==> config.mk <==
export PLATFORM = sky130hd
export DESIGN_NAME = uart_rx
export DESIGN_NICKNAME = d
export VERILOG_FILES = /design/src/rtl/uart_rx.sv
export SDC_FILE = /design/constraint.sdc
export NUM_CORES = 1
export LEC_CHECK = 0
export CORE_MARGIN = 4
export CORE_UTILIZATION = 25
export DETAILED_ROUTE_END_ITERATION = 10
export DONT_BUFFER_PORTS = 1
export GPL_ROUTABILITY_DRIVEN = 0
export PLACE_DENSITY = 0.48
export SETUP_SLACK_MARGIN = 0.05
export SYNTH_ARGS = -nofsm -noshare
export SYNTH_HDL_FRONTEND = slang
export SYNTH_SLANG_ARGS = --single-unit
==> constraint.sdc <==
create_clock -name clk -period 5.1 [get_ports clk]
set_clock_uncertainty 0.05 [all_clocks]
set_input_delay 0.51 -clock clk [delete_from_list [all_inputs] [get_ports clk]]
set_output_delay 0.51 -clock clk [all_outputs]
set_load 0.02 [all_outputs]
==> src/rtl/uart_rx.sv <==
// uart_rx: 16x oversampled UART receiver with start/parity/stop checking and deframing
module uart_rx #(
  parameter int DATA_WIDTH = 8,
  parameter int DVSR       = 27,
  parameter int SB_TICK    = 16,
  parameter int PARITY_EN  = 0,
  parameter int PARITY_ODD = 0
) (
  input  logic                  clk,
  input  logic                  reset,
  input  logic                  rx,
  output logic [DATA_WIDTH-1:0] rx_data,
  output logic                  rx_done_tick,
  output logic                  frame_err,
  output logic                  parity_err,
  output logic                  rx_busy
);
  localparam int SMAX = SB_TICK > 16 ? SB_TICK : 16;
  localparam int SW   = $clog2(SMAX);
  localparam int NW   = DATA_WIDTH > 1 ? $clog2(DATA_WIDTH) : 1;
  localparam int BW   = $clog2(DVSR);
  typedef enum logic [2:0] {IDLE, START, DATA, PARITY, STOP, BRK} state_t;
  state_t                state_q, state_d;
  logic [1:0]            sync_q, sync_d;
  logic [BW-1:0]         baud_q, baud_d;
  logic [SW-1:0]         s_q, s_d;
  logic [NW-1:0]         n_q, n_d;
  logic [DATA_WIDTH-1:0] b_q, b_d, data_q, data_d;
  logic                  p_q, p_d, done_q, done_d, ferr_q, ferr_d, perr_q, perr_d, busy_q, busy_d;
  logic                  rx_s, tick;
  assign rx_s = sync_q[1];
  assign tick = baud_q == BW'(DVSR - 1);
  assign rx_data      = data_q;
  assign rx_done_tick = done_q;
  assign frame_err    = ferr_q;
  assign parity_err   = perr_q;
  assign rx_busy      = busy_q;
  // next-state: synchronizer shift, free-running baud divider and the deframing FSM
  always_comb begin
    sync_d  = {sync_q[0], rx};
    baud_d  = tick ? '0 : baud_q + BW'(1);
    state_d = state_q;
    s_d     = s_q;
    n_d     = n_q;
    b_d     = b_q;
    p_d     = p_q;
    data_d  = data_q;
    done_d  = 1'b0;
    ferr_d  = 1'b0;
    perr_d  = 1'b0;
    case (state_q)
      IDLE: if (!rx_s) begin
        state_d = START;
        s_d     = '0;
      end
      START: if (tick) begin
        if (s_q == SW'(7)) begin
          state_d = rx_s ? IDLE : DATA;
          s_d     = '0;
          n_d     = '0;
        end else s_d = s_q + SW'(1);
      end
      DATA: if (tick) begin
        if (s_q == SW'(15)) begin
          b_d = {rx_s, b_q[DATA_WIDTH-1:1]};
          s_d = '0;
          if (n_q == NW'(DATA_WIDTH - 1)) state_d = PARITY_EN != 0 ? PARITY : STOP;
          else n_d = n_q + NW'(1);
        end else s_d = s_q + SW'(1);
      end
      PARITY: if (tick) begin
        if (s_q == SW'(15)) begin
          p_d     = rx_s;
          s_d     = '0;
          state_d = STOP;
        end else s_d = s_q + SW'(1);
      end
      STOP: if (tick) begin
        if (s_q == SW'(SB_TICK - 1)) begin
          state_d = rx_s ? IDLE : BRK;
          ferr_d  = !rx_s;
          perr_d  = rx_s && (PARITY_EN != 0) && (^b_q ^ p_q ^ 1'(PARITY_ODD));
          done_d  = rx_s && !perr_d;
          data_d  = done_d ? b_q : data_q;
        end else s_d = s_q + SW'(1);
      end
      BRK: state_d = rx_s ? IDLE : BRK;
      default: state_d = IDLE;
    endcase
    busy_d = state_d != IDLE;
  end
  // register all state and outputs; reset abandons any frame in flight
  always_ff @(posedge clk) begin
    if (reset) begin
      state_q <= IDLE;
      sync_q  <= 2'b11;
      baud_q  <= '0;
      s_q     <= '0;
      n_q     <= '0;
      b_q     <= '0;
      p_q     <= 1'b0;
      data_q  <= '0;
      done_q  <= 1'b0;
      ferr_q  <= 1'b0;
      perr_q  <= 1'b0;
      busy_q  <= 1'b0;
    end else begin
      state_q <= state_d;
      sync_q  <= sync_d;
      baud_q  <= baud_d;
      s_q     <= s_d;
      n_q     <= n_d;
      b_q     <= b_d;
      p_q     <= p_d;
      data_q  <= data_d;
      done_q  <= done_d;
      ferr_q  <= ferr_d;
      perr_q  <= perr_d;
      busy_q  <= busy_d;
    end
  end
endmodule
==> results by group <==
Run status
  • Status: completed

Cells and area
  • N_diodes: 0
  • Final Util: 28.0%
  • Share of layout cells above drive strength 1: 6.82%
  • Final Cell Area: 0.00179 mm2
  • NumNets Final: 183
  • Fill count: 686
  • P&R area growth vs syn: 7.85%

Synthesis
  • Register bit total from synthesis: 36
  • Post-Syn Nets: 186
  • Yosys cell types: 48
  • Synth Warn #: 0
  • Post-synth EDFFs: 0
  • Top_reg_cell synth: dfxtp_1
  • Synthesized area: 0.00166 mm2
  • Synthesized netlist cell count: 178
  • Register area share after synthesis: 43.5%
  • Ys async rst share: 0%
  • Synthesized area per cell: 9.31 um2

Route
  • Wirelength per Cell: 12.5 um
  • DRC viols: 0
  • Total iterations of the first detailed-routing run: 4
  • DRT iter0 DRCs: 65
  • Final ANT Viol Nets: 0
  • DR vias/cell: 4.77
  • Via count: 1207
  • Final WL: 3170 um

Clock network
  • CTS tree: yes
  • Root buffer cell: clkbuf_8
  • Postcts setup bufs: 0
  • H-tree levels: 2
  • Post-cts sizing count: 0
  • Clk sink count: 36
  • Worst-Skew Late Latency: 290 ps
  • Hold-fix buffers, CTS: 0
  • TritonCTS Buffers: 5
  • Clk buf depth: 2
  • Clk slew on worst S/H paths: 80 ps

Timing
  • RSZ-0062 raised after global routing: no
  • Final min period: 2110 ps
  • Final setup violation count: 0
  • Setup TNS: 0 ps
  • Final hold vios: 0
  • FMAX: 474 MHz
  • Worst-Margin Slew: 694 ps
  • Post-route clock period utilization: 41.4%
  • Slew margin rel.: 53.3%
  • Pins Over Slew Limit: 0

GRT
  • Pin count of the biggest net entering global routing: 36
  • Initial antenna violation count: 0
  • Vias in the first global route: 1130
  • Global route overflow: 0
  • GRT Resource Usage Total: 8.65%
  • First-pass GRT wire length: 5350 um

Worst setup path
  • Max incr delay on CP: 640 ps
  • CP max-delay cell: dfxtp_1
  • Critical path class: register to register
  • Arrival time worst endpoint: 2240 ps
  • CP Max Fanout: 16
  • CP Launch Type: register
  • Critical path capture point type: register
  • Critical path, cell by cell: or3b_1 -> nor3_4 -> mux2i_1 -> nor2_1
  • Bufs and invs on worst path: 0
  • CP top delay family: simple AND/OR/NAND/NOR gates
  • Required time worst endpoint: 5230 ps

Floorplan
  • Die area: 0.00800 mm2
  • Die height: 89.4 um
  • Die X: 89.4 um
  • Boundary Pins: 15
  • Core ar.: 0.00639 mm2
  • Initial Util: 26.0%
  • FP Rows: 29

Placement
  • Buffers on Ports: 0
  • Post-place instance area: 0.00170 mm2
  • Post-DP HPWL: 2130 um

Flow run
  • Max-cap violations: 0

Power and ir drop
  • Worst VDD drop: 0.159 mV
  • Pwr per Cell Area: 282 mW/mm2
  • Leakage power: 0.700 nW

Worst hold path
  • Class of the worst hold path: primary input to register
## report_power, final
| group | internal (mW) | total, mW | leakage, nW | switching (mW) |
|---|---|---|---|---|
| registers | 0.285 | 0.290 | 0.291 | 0.00488 |
| logic | 0.00657 | 0.0140 | 0.361 | 0.00746 |
| clock network | 0.0952 | 0.200 | 0.0479 | 0.105 |
## cells in the final DEF, fill, tap and decap left out, drive strengths merged, types with 2 or more instances in the layout
master / netlist / final
ha: 5 / 5
nor3b: 2 / 2
nor3: 3 / 3
nor4: 2 / 2
a21o: 2 / 2
o31ai: 3 / 3
or2: 3 / 3
o2111ai: 3 / 3
nand4: 2 / 2
o21ai: 3 / 3
clkinv: 0 / 3
nand3: 4 / 4
or3b: 3 / 3
inv: 7 / 7
a31oi: 2 / 2
nor2: 30 / 30
a211oi: 2 / 2
xor2: 2 / 2
a21oi: 3 / 3
nand2: 6 / 6
mux2i: 16 / 16
xnor2: 2 / 2
or3: 4 / 4
dfxtp: 36 / 36
clkbuf: 6 / 5
nand2b: 6 / 6
## cell families after synthesis
kind of cell,after synthesis,share of synthesized area (%)
AND/OR/NAND/NOR,73,24.2
flip-flops,36,43.5
AO/OA/AOI/OAI,26,11.7
buffers and inverters,17,4.83
multiplexers,16,9.66
adder cells (fa/ha/maj),5,3.77
XOR/XNOR,4,2.11
other,1,0.226
## path summary, 6_finish.rpt
path                              start                    to  slack (ps)  depth (start not counted)
setup / recovery  state_q[1]$_SDFF_PP0_   b_q[5]$_SDFFE_PP0P_        2990                          4
hold / removal                    reset  baud_q[4]$_SDFF_PP0_         230                          1
setup reg to reg  state_q[1]$_SDFF_PP0_   b_q[5]$_SDFFE_PP0P_        2990                          4
hold reg to reg    sync_q[0]$_SDFF_PP1_  sync_q[1]$_SDFF_PP1_         360                          1
## sequential cells by signal, indices dropped and copies added (netlist names)
register,flops
rx_done_tick,1
n_q,3
b_q,8
frame_err,1
s_q,4
rx_data,8
state_q,3
rx_busy,1
sync_q,2
baud_q,5
## layer usage
layer,track usage (%),wire length (um),vias up
li1,-,-,628
met1,12.0,1630,560
met2,12.7,1420,15
met3,2.49,81,4
met4,3.25,40,0
met5,0,0,-
## Yosys cell counts, drive strengths merged (2+ instances only)
master	instances	area [um2]
a21oi	3	15.0
a211oi	2	15.0
nor2	30	113
o21ai	3	15.0
nor4	2	12.5
inv	7	26.3
or2	3	18.8
o2111ai	3	26.3
or3b	3	26.3
a21o	2	15.0
ha	5	62.6
xor2	2	17.5
mux2i	16	160
nor3b	2	15.0
a31oi	2	12.5
xnor2	2	17.5
nand4	2	12.5
buf	4	31.3
nand3	4	20.0
o31ai	3	22.5
nand2b	6	37.5
nor3	3	26.3
or3	4	25.0
clkbuf	6	22.5
nand2	6	22.5
dfxtp	36	721
## worst reg2reg max path: stages (launching register included)
cell	delay (ps)
dfxtp_1	640
or3b_1	490
nor3_4	520
mux2i_1	250
nor2_1	50
## metrics by stage
stage	instances	hold WS (ps)	setup WS, ps	power (mW)
final	253	234	2990	0.503
after global placement	245	341	3010	0.310
after floorplan	178	339	3250	0.311
after CTS	253	214	2990	0.516
after detailed placement	245	347	3020	0.310
after global routing	253	216	2780	0.532
## final cells by class
class	count	area, um2	share of cell area [%]
Inverter	7	26.3	1.47
Tap cell	77	96.3	5.39
Multi-Input combinational cell	125	857	47.9
Clock buffer	5	68.8	3.85
Sequential cell	36	721	40.3
Clock inverter	3	18.8	1.05
Note: power is estimated with default switching activity, not from simulation.
